### src/rtl/mips_pkg.sv
// Shared definitions for the 5-stage MIPS core: state encodings, register-0
// constant, opcodes used by control, and the write-back enable rule.
package mips_pkg;

  typedef enum logic {
    IDLE   = 1'b0,
    ACCESS = 1'b1
  } mem_state_e;

  localparam logic [4:0] REG_ZERO = 5'd0;

  localparam logic [5:0] OP_RTYPE = 6'b000000;
  localparam logic [5:0] OP_LW    = 6'b100011;
  localparam logic [5:0] OP_SW    = 6'b101011;
  localparam logic [5:0] OP_BEQ   = 6'b000100;
  localparam logic [5:0] OP_ADDI  = 6'b001000;
  localparam logic [5:0] OP_J     = 6'b000010;

  // A store never writes back, and r0 is hard-wired to zero.
  function automatic logic wb_enable(input logic       valid,
                                     input logic       reg_write,
                                     input logic       is_store,
                                     input logic [4:0] dest);
    return valid & reg_write & ~is_store & (dest != REG_ZERO);
  endfunction

endpackage

### src/rtl/mem_wb_pipe_stage_mux2.sv
// Generic 2:1 multiplexer shared across the core's datapath.
module mux2 #(
  parameter int mux_width = 32
) (
  input  logic [mux_width-1:0] a,
  input  logic [mux_width-1:0] b,
  input  logic                 sel,
  output logic [mux_width-1:0] y
);

  // Select b when sel is high, otherwise a.
  always_comb begin
    if (sel) begin
      y = b;
    end else begin
      y = a;
    end
  end

endmodule

### src/rtl/mem_wb_pipe_stage.sv
// MEM stage and MEM/WB pipeline register: drives a req/ack data memory,
// stalls upstream while an access is outstanding, and produces the WB triple.
module mem_wb_pipe_stage
  import mips_pkg::*;
#(
  parameter int ADDR_WIDTH = 10,
  parameter int TIMEOUT    = 16
) (
  input  logic                  clk,
  input  logic                  reset,
  input  logic                  ex_mem_valid,
  input  logic [31:0]           ex_mem_alu_result,
  input  logic [31:0]           ex_mem_store_data,
  input  logic [4:0]            ex_mem_dest_reg,
  input  logic                  ex_mem_mem_to_reg,
  input  logic                  ex_mem_mem_read,
  input  logic                  ex_mem_mem_write,
  input  logic                  ex_mem_reg_write,
  output logic                  dmem_req,
  output logic                  dmem_we,
  output logic [ADDR_WIDTH-1:0] dmem_addr,
  output logic [31:0]           dmem_wdata,
  input  logic [31:0]           dmem_rdata,
  input  logic                  dmem_ack,
  output logic                  mem_stall,
  output logic                  mem_error,
  output logic                  mem_wb_reg_write,
  output logic [4:0]            mem_wb_write_reg_addr,
  output logic [31:0]           mem_wb_write_back_data
);

  localparam int CNT_W = $clog2(TIMEOUT);
  localparam logic [CNT_W-1:0] CNT_LAST = CNT_W'(TIMEOUT - 1);

  mem_state_e        state_r;
  logic [CNT_W-1:0]  cnt_r;
  logic              access_s;
  logic              ack_s;
  logic              stall_s;
  logic              wb_load_s;
  logic              wb_sel_s;
  logic              wb_en_s;
  logic [31:0]       wb_data_s;
  logic [ADDR_WIDTH-1:0] aligned_addr_s;

  // Decode the current request and the write-back selection.
  always_comb begin
    access_s       = ex_mem_valid & (ex_mem_mem_read | ex_mem_mem_write);
    ack_s          = (state_r == ACCESS) & dmem_ack;
    wb_sel_s       = (state_r == ACCESS) & ex_mem_mem_to_reg;
    wb_en_s        = wb_enable(ex_mem_valid, ex_mem_reg_write, ex_mem_mem_write, ex_mem_dest_reg);
    wb_load_s      = ((state_r == IDLE) & ~access_s) | ack_s;
    aligned_addr_s = {ex_mem_alu_result[ADDR_WIDTH-1:2], 2'b00};
  end

  // Stall is released on ack or on the final timeout cycle so the instruction retires.
  always_comb begin
    stall_s = 1'b0;
    case (state_r)
      IDLE:    stall_s = access_s;
      ACCESS:  stall_s = ~(dmem_ack | (cnt_r == CNT_LAST));
      default: stall_s = 1'b0;
    endcase
    if (reset) begin
      mem_stall = 1'b0;
    end else begin
      mem_stall = stall_s;
    end
  end

  mux2 #(
    .mux_width(32)
  ) u_wb_mux (
    .a  (ex_mem_alu_result),
    .b  (dmem_rdata),
    .sel(wb_sel_s),
    .y  (wb_data_s)
  );

  // Access FSM, timeout counter and registered memory interface.
  always_ff @(posedge clk or posedge reset) begin
    if (reset) begin
      state_r    <= IDLE;
      cnt_r      <= '0;
      dmem_req   <= 1'b0;
      dmem_we    <= 1'b0;
      dmem_addr  <= '0;
      dmem_wdata <= 32'd0;
      mem_error  <= 1'b0;
    end else begin
      case (state_r)
        IDLE: begin
          cnt_r <= '0;
          if (access_s) begin
            state_r    <= ACCESS;
            dmem_req   <= 1'b1;
            dmem_we    <= ex_mem_mem_write;
            dmem_addr  <= aligned_addr_s;
            dmem_wdata <= ex_mem_store_data;
          end else begin
            state_r <= IDLE;
          end
        end
        ACCESS: begin
          if (dmem_ack) begin
            state_r  <= IDLE;
            dmem_req <= 1'b0;
            dmem_we  <= 1'b0;
            cnt_r    <= '0;
          end else if (cnt_r == CNT_LAST) begin
            state_r   <= IDLE;
            dmem_req  <= 1'b0;
            dmem_we   <= 1'b0;
            cnt_r     <= '0;
            mem_error <= 1'b1;
          end else begin
            cnt_r <= cnt_r + {{(CNT_W-1){1'b0}}, 1'b1};
          end
        end
        default: begin
          state_r  <= IDLE;
          dmem_req <= 1'b0;
          dmem_we  <= 1'b0;
          cnt_r    <= '0;
        end
      endcase
    end
  end

  // MEM/WB register: loads on a completed instruction, otherwise carries a bubble.
  always_ff @(posedge clk or posedge reset) begin
    if (reset) begin
      mem_wb_reg_write       <= 1'b0;
      mem_wb_write_reg_addr  <= 5'd0;
      mem_wb_write_back_data <= 32'd0;
    end else if (wb_load_s) begin
      mem_wb_reg_write       <= wb_en_s;
      mem_wb_write_reg_addr  <= ex_mem_dest_reg;
      mem_wb_write_back_data <= wb_data_s;
    end else begin
      mem_wb_reg_write <= 1'b0;
    end
  end

endmodule

### config.mk
export PLATFORM = sky130hd
export DESIGN_NAME = mem_wb_pipe_stage
export DESIGN_NICKNAME = d
export VERILOG_FILES = /design/src/rtl/mips_pkg.sv /design/src/rtl/mem_wb_pipe_stage_mux2.sv /design/src/rtl/mem_wb_pipe_stage.sv
export SDC_FILE = /design/constraint.sdc
export NUM_CORES = 1
export LEC_CHECK = 0
export ABC_AREA = 1
export CAP_MARGIN = 25
export CORE_ASPECT_RATIO = 1.75
export CORE_UTILIZATION = 44
export CTS_CLUSTER_DIAMETER = 50
export DETAILED_ROUTE_END_ITERATION = 8
export HOLD_SLACK_MARGIN = 0.12
export PLACE_DENSITY = 0.91
export SYNTH_ARGS = -nofsm -noshare
export SYNTH_HDL_FRONTEND = slang
export SYNTH_SLANG_ARGS = --single-unit
### constraint.sdc
create_clock -name clk -period 5.7 [get_ports clk]
set_clock_uncertainty 0.2 [all_clocks]
set_input_delay 1.14 -clock clk [delete_from_list [all_inputs] [get_ports clk]]
set_output_delay 1.14 -clock clk [all_outputs]
set_load 0.1 [all_outputs]
* Word level (Yosys, flattened, before mapping)
Cells that the tools add are included.
Operators by class: add/sub/neg operators 1, equal/unequal tests 3, mux-type cells 17, bitwise operators 15, reduce and logical (&&, ||, !) cells 4
Operators by type and width (count):
- $mux 32 | 1
- $mux 1 | 9
- $mux 4 | 2
- $pmux 1 s2 | 4
- $pmux 4 s2 | 1
- $and 1x1->1 | 7
- $not 1->1 | 5
- $reduce_bool 5->1 | 1
- $add 4x1->4 const B | 1
- $eq 4x4->1 const B | 1
- $reduce_and 2->1 | 2
- $ne 3x2->1 const B | 1
- $or 1x1->1 | 3
- $reduce_and 3->1 | 1
- $ne 2x2->1 const B | 1
Storage, ports and cells: register bits 86, input port bits 109, output and inout bits 84, logic and storage cells 50

* Depth between registers and ports, before layout
depth after elaboration 6, depth in mapped cells 9, gate-level depth less buffers 6

* Cells and area by module
Synthesis repeated with hierarchy kept, for this count alone.
Unflattened totals: cell total of the unflattened synthesis 485, area total of the unflattened synthesis 4110.2 um2
Modules (own cells, without submodules):
- mem_wb_pipe_stage | instances 1, cells each 381, area an instance 3618.5 um2, seq. area each 2152.1 um2
- mux2 | instances 1, cells each 104, area an instance 491.7 um2, seq. area each 0.0 um2

* Least setup slack after synthesis
No wires, ideal clock.
kind input to output, start in ex_mem_mem_write, end out mem_stall, arrival time 3.095 ns, required time 4.360 ns, path slack 1.265 ns, stages on the path 6, buffers on the path 2, cell sequence inv_1 > nand2_1 > nand3_2 > buf_6 > buf_6 > a21oi_1
Between the ends: word-level cells in the longest chain between the ends 4
Ends and longest elaborated chain:
- start: declaration | RTL line mem_wb_pipe_stage.sv:17 | input logic ex_mem_mem_write,
- $or 1x1->1 | RTL line mem_wb_pipe_stage.sv:48 | access_s = ex_mem_valid & (ex_mem_mem_read | ex_mem_mem_write);
- $and 1x1->1 | RTL line mem_wb_pipe_stage.sv:48
- $pmux 1 s2 | RTL line mem_wb_pipe_stage.sv:59 | case (state_r)
- $mux 1 | RTL line mem_wb_pipe_stage.sv:64 | if (reset) begin
- end: declaration | RTL line mem_wb_pipe_stage.sv:25 | output logic mem_stall,
Every way passes these cells.

* Worst setup path after layout
start in dmem_ack, end out mem_stall
Between the ends: word-level cells in the longest chain between the ends 4
Ends and longest elaborated chain:
- start: declaration | RTL line mem_wb_pipe_stage.sv:24 | input logic dmem_ack,
- $or 1x1->1 | RTL line mem_wb_pipe_stage.sv:61 | ACCESS: stall_s = ~(dmem_ack | (cnt_r == CNT_LAST));
- $not 1->1 | RTL line mem_wb_pipe_stage.sv:61
- $pmux 1 s2 | RTL line mem_wb_pipe_stage.sv:59
- $mux 1 | RTL line mem_wb_pipe_stage.sv:64
Every way passes these cells.

==> out/summary.txt <==
flops & latches, synth: 86
Worst Path Arrival: 2.37 ns
DRC violations left: 0
reg2reg end: mem_wb_write_back_data[23]
pin count of the biggest net entering global routing: 121
Cell Count, Final, Fillers Out: 783
min-delay src: mem_wb_write_back_data[26]
Syn. warnings: 0
RSZ-0062 raised after global routing: no
effective utilization at floorplan: 0.457
Post-CTS Setup Inserts: 0
layout cells sized above 1: 0.0435
most common cell after layout, fill and taps aside: nand2_1
Final period util: 0.651
Die Y-Extent: 128 um
core area: 0.00873 mm^2
final setup TNS: 0 ns
final net count: 771
Hold Path Stages: 2
CTS max path bufs: 2
grt ovf: 0
headroom to the max-slew limit: 0.305
Antenna Cells: 0
P&R area growth vs syn: 55.0%
crit start category: input port
dpl ws: 1.64 ns
worst reg2reg setup slack: 3.39 ns
final wirelength: 11,800 um
FF-to-FF Start: state_r
total CTS buffers: 9
Final Hold Vio Count: 0
DR pass1 iterations: 4
CP Data Required Time: 4.36 ns
Worst-Skew Late Latency: 0.33 ns
leak pwr: 0.00307 uW
final RePlAce weighted congestion: 0.794
FILL cells: 662
Distinct cells, synth: 22
ANT nets after route: 0
syn avg cell area: 8.18 um^2
IO buf count: 190
Hold WC Path Type: flip-flop to flip-flop
worst-path fanout max: 5
maximum VDD drop: 250 uV
via count: 3,842
status: completed
Post-Place Cells: 765
Root Buffer: clkbuf_16
GRT Resource Usage Total: 0.256
die area: 0.00946 mm^2
Min Clock Period, post-route: 3.71 ns
R2R depth: 6
Avg Vias per Cell: 4.91
drt initial violations: 270
Synth Cell Area: 0.00399 mm^2
Clock Sinks: 86
Seq/Total Area, Yosys: 0.540
final worst setup slack: 1.99 ns
Final Slew Violations: 0
CP Capture Type: output port
worst slew pin tran: 1.04 ns
Post-DP HPWL: 8210 um
Worst Hold End: mem_wb_write_back_data[26]
die width: 73.9 um
final setup fails: 0
Synth Instances: 487
hold_buf cts: 0
Worst-path clk slew: 0.06 ns
CTS tree: done
post-CTS sizing: 0
H-tree depth: 3
wire per inst: 15.0 um
vias in the first global route: 3,862
initial antenna violation count: 0
Max Clock Freq: 269 MHz
most frequent cells in the layout: nand2_1 (190), clkdlybuf4s50_1 (189), dfrtp_1 (86)
Rows: 45
Cell Pwr Density: 470 mW/mm^2
Setup CP Type: input port to output port
IO Pins: 193
Max-Cap Viols: 0
global-route wire length before repair: 18,100 um
==> where the power goes <==
part,leakage (uW),switching [uW],internal [uW]
Combinational,0.00184,1150,342
Sequential,0.00106,71.9,732
Clock,0.000162,221,385
Total,0.00307,1440,1460
==> cells by family (layout without fill, tap and decap cells) <==
family	Yosys count	in the layout	synth area share
simple gates	272	272	0.283
flops	86	86	0.540
buf+inv	80	258	0.112
compound gates	46	46	0.0584
fa+ha+maj	1	1	0.00314
other cells	1	2	0.000941
xor+xnor	1	1	0.00220
==> cell type report <==
cell class                 count  area (um^2)  share of cell area
clock inverter                 3         40.0             0.00648
tap                          117          146              0.0237
sequential                    86         2150               0.348
timing repair buffer         196         1980               0.321
clock buffer                  13          280              0.0454
inverter                      46          176              0.0286
multi-input combinational    322         1400               0.226
==> cells in the mapped netlist (all sizes together) <==
master    n  share of area
xor2      1         0.0022
o21bai    1         0.0019
ha        1         0.0031
dfrtp    86           0.54
clkbuf    5         0.0047
conb      1        0.00094
inv      46          0.044
nand2   191           0.18
buf      29          0.063
nand3    72          0.092
o21ai    43          0.054
nand4     1         0.0016
nor2      8         0.0094
a21oi     2         0.0025
==> worst max path at each step <==
stage	from	end	slack (ns)	cells past startpoint
after detailed placement	ex_mem_mem_write	mem_wb_write_back_data[23]	1.64	8
after floorplan	ex_mem_mem_write	mem_stall	1.26	6
after global placement	ex_mem_mem_write	mem_wb_write_back_data[6]	1.80	8
after CTS	ex_mem_mem_write	mem_stall	1.97	6
after global routing	ex_mem_mem_write	mem_stall	1.90	6
final	dmem_ack	mem_stall	1.99	5
==> stage by stage <==
| step | hold slack [ns] | total power, uW | utilization | instance area, um^2 |
|---|---|---|---|---|
| detailed placement | 0.258 | 2300 | 0.665 | 5800 |
| CTS | 0.272 | 2910 | 0.702 | 6120 |
| global route | 0.288 | 3010 | 0.708 | 6180 |
| global placement | 0.244 | 2270 | 0.665 | 5800 |
| finish | 0.271 | 2900 | 0.708 | 6180 |
| floorplan | 0.233 | 1910 | - | 3990 |
==> flip-flops by register name, summed over array words and instances (netlist names) <==
| name | cells |
|---|---|
| mem_wb_reg_write | 1 |
| dmem_req | 1 |
| dmem_addr | 8 |
| mem_error | 1 |
| dmem_we | 1 |
| cnt_r | 4 |
| dmem_wdata | 32 |
| mem_wb_write_reg_addr | 5 |
| state_r | 1 |
| mem_wb_write_back_data | 32 |
==> layer usage <==
| layer | up-vias | part of all wire | track usage |
|---|---|---|---|
| li1 | 1862 | - | - |
| met1 | 1797 | 0.37 | 0.272 |
| met2 | 148 | 0.54 | 0.447 |
| met3 | 35 | 0.051 | 0.0582 |
| met4 | 0 | 0.044 | 0.152 |
| met5 | - | 0 | 0 |
==> worst max-delay path, cell delays in order <==
cell	delay (ns)
clkdlybuf4s50_1	0.44
nor2_4	0.15
nand2_1	0.14
a21oi_1	0.19
buf_4	0.31
No activity file was read; power rests on OpenSTA's default activity.
